<file path="src/rtl/seq_alu.sv">
// seq_alu: clocked W-bit ALU with operand registers, run/busy/done/err handshake.
// Define SEQ_ALU_MUL_EN to build the shift-add multiplier for op 0010; otherwise that op is illegal.
module seq_alu #(
    parameter int W = 3
) (
    input  logic         clk,
    input  logic         rst,
    input  logic [W-1:0] A,
    input  logic [W-1:0] B,
    input  logic         load1,
    input  logic         load2,
    input  logic [3:0]   op_code,
    input  logic         run,
    output logic [W-1:0] C,
    output logic         busy,
    output logic         done,
    output logic         err,
    output logic         ovf
);
    typedef enum logic [1:0] {IDLE, EXEC, MUL} state_t;

    state_t       state, state_nx;
    logic [W-1:0] reg_a, reg_b, op_a, op_b;
    logic [3:0]   op;
    logic [W-1:0] res;
    logic         res_ovf, res_ok;
    logic [W:0]   sum;

`ifdef SEQ_ALU_MUL_EN
    localparam int         CW     = $clog2(W + 1);
    localparam logic [3:0] OP_MUL = 4'b0010;

    logic [2*W-1:0] prod, prod_nx, mcand;
    logic [W-1:0]   mplier;
    logic [CW-1:0]  cnt;
    logic           mul_last;

    assign prod_nx  = prod + (mplier[0] ? mcand : '0);
    assign mul_last = (cnt == CW'(1));
`endif

    assign busy = (state != IDLE);

    always_ff @(posedge clk or posedge rst) begin
        if (rst) state <= IDLE;
        else     state <= state_nx;
    end

    always_comb begin
        state_nx = state;
        case (state)
            IDLE: if (run) begin
`ifdef SEQ_ALU_MUL_EN
                state_nx = (op_code == OP_MUL) ? MUL : EXEC;
`else
                state_nx = EXEC;
`endif
            end
            EXEC: state_nx = IDLE;
            MUL: begin
`ifdef SEQ_ALU_MUL_EN
                if (mul_last) state_nx = IDLE;
`else
                state_nx = IDLE;
`endif
            end
            default: state_nx = IDLE;
        endcase
    end

    // Single-cycle ops; op 0010 only reaches here when the multiplier is absent.
    always_comb begin
        sum     = {1'b0, op_a} + {1'b0, op_b};
        res     = '0;
        res_ovf = 1'b0;
        res_ok  = 1'b1;
        case (op)
            4'b0000: {res_ovf, res} = sum;
            4'b0001: res = op_a ^ op_b;
            4'b0011: res = op_a << 2;
            4'b0100: res = op_a >> 2;
            4'b0101: res = op_a & op_b;
            4'b0110: res = op_a | op_b;
            4'b0111: res = ~(op_a & op_b);
            4'b1000: res = ~(op_a | op_b);
            4'b1001: res = op_a << 1;
            4'b1010: res = op_a >> 1;
            default: res_ok = 1'b0;
        endcase
    end

    always_ff @(posedge clk or posedge rst) begin
        if (rst) begin
            reg_a  <= '0;
            reg_b  <= '0;
            op_a   <= '0;
            op_b   <= '0;
            op     <= '0;
            C      <= '0;
            ovf    <= 1'b0;
            done   <= 1'b0;
            err    <= 1'b0;
`ifdef SEQ_ALU_MUL_EN
            prod   <= '0;
            mcand  <= '0;
            mplier <= '0;
            cnt    <= '0;
`endif
        end else begin
            done <= 1'b0;
            err  <= 1'b0;
            if (load1) reg_a <= A;
            if (load2) reg_b <= B;
            case (state)
                IDLE: if (run) begin
                    op_a   <= reg_a;
                    op_b   <= reg_b;
                    op     <= op_code;
`ifdef SEQ_ALU_MUL_EN
                    prod   <= '0;
                    mcand  <= {{W{1'b0}}, reg_a};
                    mplier <= reg_b;
                    cnt    <= CW'(W);
`endif
                end
                EXEC: begin
                    if (res_ok) begin
                        C    <= res;
                        ovf  <= res_ovf;
                        done <= 1'b1;
                    end else begin
                        err  <= 1'b1;
                    end
                end
`ifdef SEQ_ALU_MUL_EN
                MUL: begin
                    prod   <= prod_nx;
                    mcand  <= mcand << 1;
                    mplier <= mplier >> 1;
                    cnt    <= cnt - CW'(1);
                    if (mul_last) begin
                        C    <= prod_nx[W-1:0];
                        ovf  <= |prod_nx[2*W-1:W];
                        done <= 1'b1;
                    end
                end
`endif
                default: ;
            endcase
        end
    end
endmodule

</file>
<file path="config.mk">
export PLATFORM = sky130hd
export DESIGN_NAME = seq_alu
export DESIGN_NICKNAME = d
export VERILOG_FILES = /design/src/rtl/seq_alu.sv
export SDC_FILE = /design/constraint.sdc
export NUM_CORES = 1
export LEC_CHECK = 0
export CAP_MARGIN = 30
export CORE_MARGIN = 2
export CORE_UTILIZATION = 54
export CTS_BUF_LIST = sky130_fd_sc_hd__clkbuf_8
export DETAILED_ROUTE_END_ITERATION = 16
export HOLD_SLACK_MARGIN = 0.06
export PLACE_DENSITY = 0.81
export SYNTH_ARGS = -nofsm -noshare
export SYNTH_HDL_FRONTEND = slang
export SYNTH_SLANG_ARGS = --single-unit
</file>
<file path="constraint.sdc">
create_clock -name clk -period 2.5 [get_ports clk]
set_input_delay 0.5 -clock clk [delete_from_list [all_inputs] [get_ports clk]]
set_output_delay 0.5 -clock clk [all_outputs]
set_load 0.02 [all_outputs]
</file>
Yosys cells after proc, flatten, opt, wreduce, memory -nomap -nowiden:

Index checks and enable logic that the tools add are counted.

* register bits: 24
* input port bits: 15
* output and inout port bits: 7
* word-level logic and storage cells: 42

* add/subtract/negate cells: 1
* eq/ne operators: 11
* multiplexer cells: 9
* bitwise operators: 5
* reduce and logical (&&, ||, !) cells: 6

Operator list (number)
* case mux 3 bit (10 select lines): 1
* == test 4 x 3 -> 1 bit, second input constant: 4
* == test 4 bit, second input constant: 3
* OR reduction 10 bit: 1
* two-way mux 1 bit: 6
* inverter 3 bit: 2
* adder 3 x 3 -> 4 bit: 1
* == test 4 x 1 -> 1 bit, second input constant: 1
* == test 4 x 2 -> 1 bit, second input constant: 1
* logical NOT 4 bit: 1
* two-way mux 2 bit: 2
* AND reduction 2 bit: 2
* AND 3 bit: 1
* bitwise OR 3 bit: 1
* bitwise XOR 3 bit: 1
* == test 2 x 1 -> 1 bit, second input constant: 1
* logical NOT 2 bit: 1
* inequality test 2 bit, second input constant: 1
* nonzero test 2 bit: 1

Depth between registers and ports, before layout:

Gate-level depths: netlist of the first run.

* depth in word-level cells: 5
* depth in mapped cells: 7
* gate-level depth less buffers: 7

Worst setup path before layout of the first run:

No wires, ideal clock.

* path kind: register -> register
* start point: reg op_a[1]
* end point: reg C[1]
* library setup time: 0.125 ns
* arrival time: 1.790 ns
* data required time: 2.375 ns
* path slack: 0.585 ns
* stages on the path, launching flop included: 8
* path buffers: 0
* period minus slack after synthesis: 1.915 ns
* path through: dfrtp_1 -> inv_1 -> ha_1 -> mux2_1 -> nand3b_1 -> a21oi_1 -> or4_1 -> mux2_2

* cells in the longest elaborated chain, start to end: 3
* elaborated cells on any way between the ends: 7
* those cells by class: add/sub (1); mux (1); bitwise (5)

RTL lines
* from (decl): line 23 `logic [W-1:0] reg_a, reg_b, op_a, op_b;`
* from (signal assigned): line 116 `op_a <= reg_a;`
* parallel branches: the longest is 2 deep, another holds adder 3 x 3 -> 4 bit
* case mux 3 bit (10 select lines) *: line 77 `case (op)`
* to (signal assigned): line 128 `C <= res;`
* to (decl): line 14 `output logic [W-1:0] C,`

Every way passes the cells marked *.
A chain may end at the register's enable or synchronous reset.

Worst setup path in the final report of the first run:

Same ends and word-level chain as after synthesis.

==> results of run 1 <==
-- flip-flops by register name (all words and copies together) (netlist names) --
name   cells
state      1
done       1
op         4
err        1
op_a       3
C          3
ovf        1
reg_b      3
op_b       3
reg_a      3
-- cell usage after synthesis --
cell type	instances	area, sq um
sky130_fd_sc_hd__nand2_1	9	33.78
sky130_fd_sc_hd__a21oi_1	6	30.03
sky130_fd_sc_hd__and2_1	1	6.260
sky130_fd_sc_hd__mux2_2	10	112.6
sky130_fd_sc_hd__nand4b_1	1	8.760
sky130_fd_sc_hd__nand4_1	1	6.260
sky130_fd_sc_hd__a211oi_1	1	7.510
sky130_fd_sc_hd__inv_4	1	6.260
sky130_fd_sc_hd__o22ai_1	1	6.260
sky130_fd_sc_hd__xnor2_1	1	8.760
sky130_fd_sc_hd__dfrtp_1	23	575.6
sky130_fd_sc_hd__buf_6	1	11.26
sky130_fd_sc_hd__mux4_1	1	26.28
sky130_fd_sc_hd__or3_1	1	6.260
sky130_fd_sc_hd__nand2b_1	1	6.260
sky130_fd_sc_hd__a21o_1	2	15.01
sky130_fd_sc_hd__nand3b_1	6	45.04
sky130_fd_sc_hd__a31oi_1	1	6.260
sky130_fd_sc_hd__o21ai_0	9	45.04
sky130_fd_sc_hd__buf_2	2	10.01
sky130_fd_sc_hd__or2_0	1	6.260
sky130_fd_sc_hd__mux2i_1	2	20.02
sky130_fd_sc_hd__nor2b_1	2	12.51
sky130_fd_sc_hd__mux2_4	2	30.03
sky130_fd_sc_hd__clkbuf_4	2	15.01
sky130_fd_sc_hd__nor2_1	1	3.750
sky130_fd_sc_hd__nor3_1	4	20.02
sky130_fd_sc_hd__inv_1	10	37.54
sky130_fd_sc_hd__xor2_1	1	8.760
sky130_fd_sc_hd__o32a_1	1	10.01
sky130_fd_sc_hd__mux2_1	2	22.52
sky130_fd_sc_hd__ha_1	7	87.58
sky130_fd_sc_hd__a22o_1	1	8.760
sky130_fd_sc_hd__clkbuf_1	2	7.510
sky130_fd_sc_hd__or4_1	1	7.510
sky130_fd_sc_hd__o21a_1	1	7.510
-- routing by layer --
metal / vias up / track usage [%]
li1: 458 / -
met3: 7 / 4.286
met2: 34 / 33.75
met5: - / 0
met4: 0 / 11.97
met1: 445 / 25.09
-- power by group through the flow --
stage          Combinational [mW]  Clock (mW)  Sequential (mW)
5_1_grt                     0.390       0.250            0.516
2_1_floorplan               0.226           0            0.513
3_3_place_gp                0.336           0            0.505
3_5_place_dp                0.349           0            0.511
4_1_cts                     0.354       0.234            0.504
6_report                    0.351       0.230            0.503
-- final cells by class --
| cell class | count | share of cell area [%] |
|---|---|---|
| clock buffer | 3 | 2.681 |
| clock inverter | 1 | 0.2437 |
| inverter | 11 | 2.843 |
| multi-input combinational | 78 | 39.97 |
| sequential | 23 | 37.37 |
| tap | 28 | 2.275 |
| timing repair buffer | 23 | 14.62 |
-- worst paths after layout --
check	from	to	slack, ns	cells after the start
worst max register to register	op_a[1]	C[1]	0.44	7
min in group asynchronous	rst	state[0]	0.56	3
worst min-delay path	reg_b[2]	op_b[2]	0.49	2
max in group asynchronous	rst	reg_a[2]	1.71	3
worst min register to register	reg_b[2]	op_b[2]	0.49	2
worst max-delay path	op_a[1]	C[1]	0.44	7
-- worst min-delay path: stages (launching register included) --
cell	delay (ns)
sky130_fd_sc_hd__dfrtp_1	0.35
sky130_fd_sc_hd__nand2_1	0.05
sky130_fd_sc_hd__o21ai_0	0.06
-- cells in the final DEF (no fill, tap or decap), types with 2 or more instances in the layout --
master	instances
sky130_fd_sc_hd__mux2_1	2
sky130_fd_sc_hd__nor2b_1	2
sky130_fd_sc_hd__ha_1	7
sky130_fd_sc_hd__nand2_1	9
sky130_fd_sc_hd__clkdlybuf4s50_1	21
sky130_fd_sc_hd__mux2i_1	2
sky130_fd_sc_hd__o21ai_0	9
sky130_fd_sc_hd__mux2_2	10
sky130_fd_sc_hd__inv_1	11
sky130_fd_sc_hd__a21oi_1	6
sky130_fd_sc_hd__nand3b_1	6
sky130_fd_sc_hd__buf_4	2
sky130_fd_sc_hd__mux2_4	2
sky130_fd_sc_hd__nor3_1	4
sky130_fd_sc_hd__clkbuf_8	3
sky130_fd_sc_hd__a21o_1	2
sky130_fd_sc_hd__dfrtp_1	23
-- metrics by stage --
step                      area, sq um  total power, mW  utilization [%]  hold WS [ns]
after floorplan                  1279           0.7393                -        0.4460
after global placement           1495           0.8407            66.95        0.4598
after detailed placement         1495           0.8604            66.95        0.4725
after CTS                        1540            1.091            68.96        0.4925
after global routing             1540            1.156            68.96        0.5177
final                            1540            1.084            68.96        0.4915
-- kinds of logic (layout without fill, tap and decap cells) --
kind of cell             after synthesis  count (layout)  synth area share [%]
AND/OR/NAND/NOR                       29              29                 12.72
XOR/XNOR                               2               2                 1.370
buffers and inverters                 18              38                 6.850
adder cells (fa/ha/maj)                7               7                 6.849
AO/OA/AOI/OAI                         23              23                 10.67
multiplexers                          17              17                 16.54
flip-flops                            23              23                 45.01
==> implementation parameters, run 1 <==
Parameter                              Value

Synthesis
  Synthesis-stage register bit count    23
  Post-synthesis cell count    119
  Synth Area per Inst    10.75 sq um
  Post-synthesis net count    141
  Distinct cell type count after synthesis    36
  Synthesized cell area    roughly 1300 sq um
  Number of warnings issued by yosys    0
  Post-synthesis sequential area ratio    45.01%

Critical path
  Kind of launch point of the worst setup path    flop
  Series of cell instances along the critical path    inv_1, ha_1, mux2_1, nand3b_1, a21oi_1, or4_1, mux2_2
  Sort of element at the end of the critical path    flop
  Setup Crit Path Kind    reg -> reg
  Largest delay share family, worst path    multiplexers
  Delay of the slowest critical-path stage    approximately 0.40 ns
  Worst path arrival time    2.21 ns
  Highest-delay cell along the critical path    sky130_fd_sc_hd__or4_1
  Worst-path fanout max    4
  Endpoint required time on the critical path    2.65 ns
  Buffers & Inverters on Critical Path    1

Clock network
  Count of H-tree levels built during CTS    1
  Clock latency on the worst-skew pair    0.26 ns
  CTS root buffer    sky130_fd_sc_hd__clkbuf_8
  CTS clk-pin slew, worst paths    approximately 0.080 ns
  Clock Path Buffers    2
  Post-CTS sizing    0
  # clock sinks    23
  Total clock buffers created by CTS    3
  Clock tree from TritonCTS    built
  Hold-fix buffers at CTS    0
  Post-CTS setup buffers    0

Route
  Number of detailed-route iterations in the first pass    4
  Antenna-violating nets left    0
  DR WL met2    1184 um
  WL met3    approximately 100 um
  Max Used Layer    met4
  Routed vias    944
  Total wire length    2389 um
  Routed via count divided by cell count    between 5 and 6
  Met1 layer wirelength in the final routing    1054 um
  First-iteration detailed-routing DRC count    7
  Average wire length per cell after detail routing    14.31 um
  Total DRC errors in the routed layout    0

Global route
  Wire length of the first global-routing pass    4105 um
  Via count of the first global-routing pass    between 900 and 1000
  Largest net degree at the start of global routing    24
  Aggregate global-route resource usage    about a fifth
  Number of antenna violations at the first check in global routing    0
  Congestion Overflow GR    0

STA
  Setup repair after global routing missed its margin    no
  Minimum clock period    2.057 ns
  Remaining max-slew budget at the tightest pin    between 60% and 70%
  Highest Clock Rate    486.1 MHz
  Period utilisation layout    82.28%
  Crit path setup slack, layout    0.4429 ns
  Final-report setup violation count    0
  Slew Viols, Final    0
  Aggregate negative setup slack    0 ns
  Worst Clk Skew    0.003382 ns
  Hold Fails Final Rpt    0
  Worst Tran Pin Value    between 0.4 and 0.5 ns

Die
  Cell row count    17
  Core Region    roughly 2200 sq um
  Die height    around 53 um
  IO Count    22
  Initial Utilization    57.25%
  Die span in x    52.66 um
  Area of the die    2773 sq um

Placed design
  RePlAce Congestion    0.7858
  HPWL Detailed    1757 um
  Pre-CTS setup slack    0.4671 ns
  Number of buffers inserted by port buffering    21
  Placed Cells    163

Finish
  Diode count    0
  Share of layout cells above drive strength 1    12.95%
  Final Instance Count excl. Fillers    167
  Area of the multi-input gates    615.6 sq um
  Sequential cell area    between 500 and 600 sq um
  Post-layout nets    162
  Final-layout fill cell count    175
  Area added between synthesis and finish    20.45%

Power
  Relative contribution of sequential cells to total power    between 40% and 50%
  LEAKAGE    just under 0.7 nW
  Share of total power in combinational logic    32.4%
  Cell internal pwr    0.7367 mW
  Share of total power consumed by net switching    32.01%
  Switching component of the power    ~0.35 mW
  Power share of the clock group    a little over a fifth
  Worst ir drop on vdd    0.0004843 V
  Power per cell area    approximately 700 nW/um^2

Worst hold path
  Hold crit path type    reg -> reg

Status
  Status    finished clean

Run
  Maximum capacitance violations    0
Power figures use the tool's default switching activity.
==> run 2, diff against run 1 <==
==> constraint.sdc (replaced) <==
create_clock -name clk -period 2.12 [get_ports clk]
set_input_delay 0.424 -clock clk [delete_from_list [all_inputs] [get_ports clk]]
set_output_delay 0.424 -clock clk [all_outputs]
set_load 0.02 [all_outputs]
==> run 2 against run 1 <==
Net effect:
- core utilization is 0.11 points higher
- sequential share of layout area is 0.061 points lower
- final cell count unchanged
- critical path type unchanged
- largest cell class unchanged
==> implementation parameters, run 2 (synthesized netlist as in run 1, its figures left out) <==
Parameter                              Value

Power
  Power per cell area    832.5 nW/um^2 (+18%)
  Worst ir drop on vdd    0.0006061 V (+25%)
  Switching component of the power    0.4132 mW (+19%)
  Relative contribution of sequential cells to total power    46.2% (-0.2 points)
  Share of total power consumed by net switching    32.17% (+0.17 points)
  Post-route total power    1.284 mW (+19%)
  Power share of the clock group    20.9% (-0.3 points)
  Cell internal pwr    0.8712 mW (+18%)
  Share of total power in combinational logic    32.9% (+0.5 points)
  LEAKAGE    0.6897 nW (-0.30%)

Placed design
  Pre-CTS setup slack    0.05898 ns (-0.4081 ns)
  HPWL Detailed    1894 um (+7.8%)
  RePlAce Congestion    0.7861 (about the same)
  Number of buffers inserted by port buffering    21 (unchanged)

Global route
  Largest net degree at the start of global routing    24 (unchanged)
  Congestion Overflow GR    0 (unchanged)
  Number of antenna violations at the first check in global routing    0 (unchanged)
  Aggregate global-route resource usage    21.66% (+0.96 points)
  Via count of the first global-routing pass    918 (-1.3%)
  Wire length of the first global-routing pass    4174 um (+1.7%)

Worst hold path
  Hold crit path type    in -> async

Clock network
  Total clock buffers created by CTS    3 (unchanged)
  Post-CTS setup buffers    0 (unchanged)
  CTS root buffer    sky130_fd_sc_hd__clkbuf_8
  # clock sinks    23 (unchanged)
  CTS clk-pin slew, worst paths    0.08 ns (about the same)
  Clock tree from TritonCTS    built
  Count of H-tree levels built during CTS    1 (unchanged)
  Clock Path Buffers    2 (unchanged)
  Clock latency on the worst-skew pair    0.26 ns (about the same)

STA
  Crit path setup slack, layout    0.07709 ns (-0.3658 ns)
  Highest Clock Rate    489.5 MHz (+0.69%)
  Final-report setup violation count    0 (unchanged)
  Period utilisation layout    96.36% (+14 points)
  Hold Fails Final Rpt    0 (unchanged)
  Worst Tran Pin Value    0.4638 ns (+0.004906 ns)
  Setup repair after global routing missed its margin    no
  Worst Clk Skew    0.001668 ns (-0.001714 ns)
  Aggregate negative setup slack    0 ns (unchanged)
  Minimum clock period    2.043 ns (-0.01420 ns)
  Remaining max-slew budget at the tightest pin    69.08% (-0.33 points)
  Slew Viols, Final    0 (unchanged)

Critical path
  Worst path arrival time    2.19 ns (-0.02 ns)
  Kind of launch point of the worst setup path    flop
  Worst-path fanout max    4 (unchanged)
  Sort of element at the end of the critical path    flop
  Setup Crit Path Kind    reg -> reg
  Depth of the most critical reg-to-reg path    7 (unchanged)
  Endpoint required time on the critical path    2.27 ns (-0.38 ns)

Die
  Core Region    2233 sq um (unchanged)
  IO Count    22 (unchanged)
  Initial Utilization    57.25% (unchanged)
  Die height    52.66 um (unchanged)
  Cell row count    17 (unchanged)
  Die span in x    52.66 um (unchanged)
  Area of the die    2773 sq um (unchanged)

Route
  First-iteration detailed-routing DRC count    8 (+1)
  Total wire length    2583 um (+8.1%)
  Total DRC errors in the routed layout    0 (unchanged)
  Average wire length per cell after detail routing    15.47 um (+8.1%)
  Routed vias    930 (-1.5%)
  Number of detailed-route iterations in the first pass    4 (unchanged)
  Routed via count divided by cell count    5.569 (-1.5%)
  Antenna-violating nets left    0 (unchanged)

Finish
  Biggest register    op
  Post-layout nets    162 (unchanged)
  Diode count    0 (unchanged)
  Commonest non-fill, non-tap cells in the layout    sky130_fd_sc_hd__dfrtp_1, sky130_fd_sc_hd__clkdlybuf4s50_1, sky130_fd_sc_hd__inv_1, sky130_fd_sc_hd__mux2_2
  Area added between synthesis and finish    20.65%
  Sequential cell area    575.6 sq um (unchanged)
  Flip-flop count of the largest register, all copies and words added    4 (unchanged)
  Final-layout fill cell count    168 (-4.0%)
  Area of the multi-input gates    618.1 sq um (+0.41%)
  Leading cell type in the layout, fill and taps excluded    sky130_fd_sc_hd__dfrtp_1
  Share of layout cells above drive strength 1    14.39% (+1.4 points)

Run
  Maximum capacitance violations    0 (unchanged)

Status
  Status    finished clean
-- run 2: cell counts in the layout (fill, tap and decap cells not counted) --
No cell type changed its count.
-- run 2: worst max-delay path, cell delays in order, from the launching register on --
cell                       delay [ns]
sky130_fd_sc_hd__dfrtp_1         0.42
sky130_fd_sc_hd__inv_2           0.08
sky130_fd_sc_hd__ha_2            0.30
sky130_fd_sc_hd__mux2_1          0.30
sky130_fd_sc_hd__nand3b_1        0.09
sky130_fd_sc_hd__a21oi_1         0.07
sky130_fd_sc_hd__or4_1           0.40
sky130_fd_sc_hd__mux2_2          0.27
-- run 2: per-stage QoR --
| step | cells | area [sq um] | utilization (%) | hold WS [ns] |
|---|---|---|---|---|
| 3_3_place_gp | 163 | 1495 | 66.95 | 0.4598 |
| 4_1_cts | 167 | 1540 | 68.96 | 0.4986 |
| 2_1_floorplan | 119 | 1279 | - | 0.4259 |
| 5_1_grt | 167 | 1543 | 69.08 | 0.5198 |
| 6_report | 167 | 1543 | 69.08 | 0.4903 |
| 3_5_place_dp | 163 | 1495 | 66.95 | 0.4783 |
-- run 2: repair_timing --
item / 4_1_cts / 5_1_grt
resized for setup: 0 / 2
hold buffers: 0 / 0
setup endpoints to repair: 0 / 1
-- run 2: cell type report --
class / instances / share of cell area [%]
Inverter: 11 / 2.839
Clock buffer: 3 / 2.676
Tap cell: 28 / 2.271
Timing Repair Buffer: 23 / 14.60
Clock inverter: 1 / 0.2433
Multi-Input combinational cell: 78 / 40.06
Sequential cell: 23 / 37.31
-- run 2: final timing paths --
path                           from  endpoint  slack [ns]
max                         op_a[1]      C[1]        0.08
min                             rst  reg_b[2]        0.49
max reg2reg                 op_a[1]      C[1]        0.08
min reg2reg                reg_b[2]   op_b[2]        0.49
max in group asynchronous       rst   op_b[1]        1.40
min in group clk           reg_b[2]   op_b[2]        0.49
-- run 2: power groups by stage --
stage	clock network, mW	registers, mW	logic (mW)
2_1_floorplan	0	0.605	0.267
4_1_cts	0.274	0.593	0.424
5_1_grt	0.297	0.609	0.463
6_report	0.268	0.594	0.423
3_3_place_gp	0	0.595	0.396
3_5_place_dp	0	0.602	0.415
-- run 2: metal layers --
layer / part of all wire (%) / track usage (%) / wire length [um] / vias up
li1: - / - / - / 454
met1: 41 / 24.68 / 1056 / 441
met2: 52 / 37.08 / 1334 / 25
met3: 3.2 / 3.714 / 82 / 10
met4: 4.2 / 13.68 / 109 / 0
met5: 0 / 0 / 0 / -
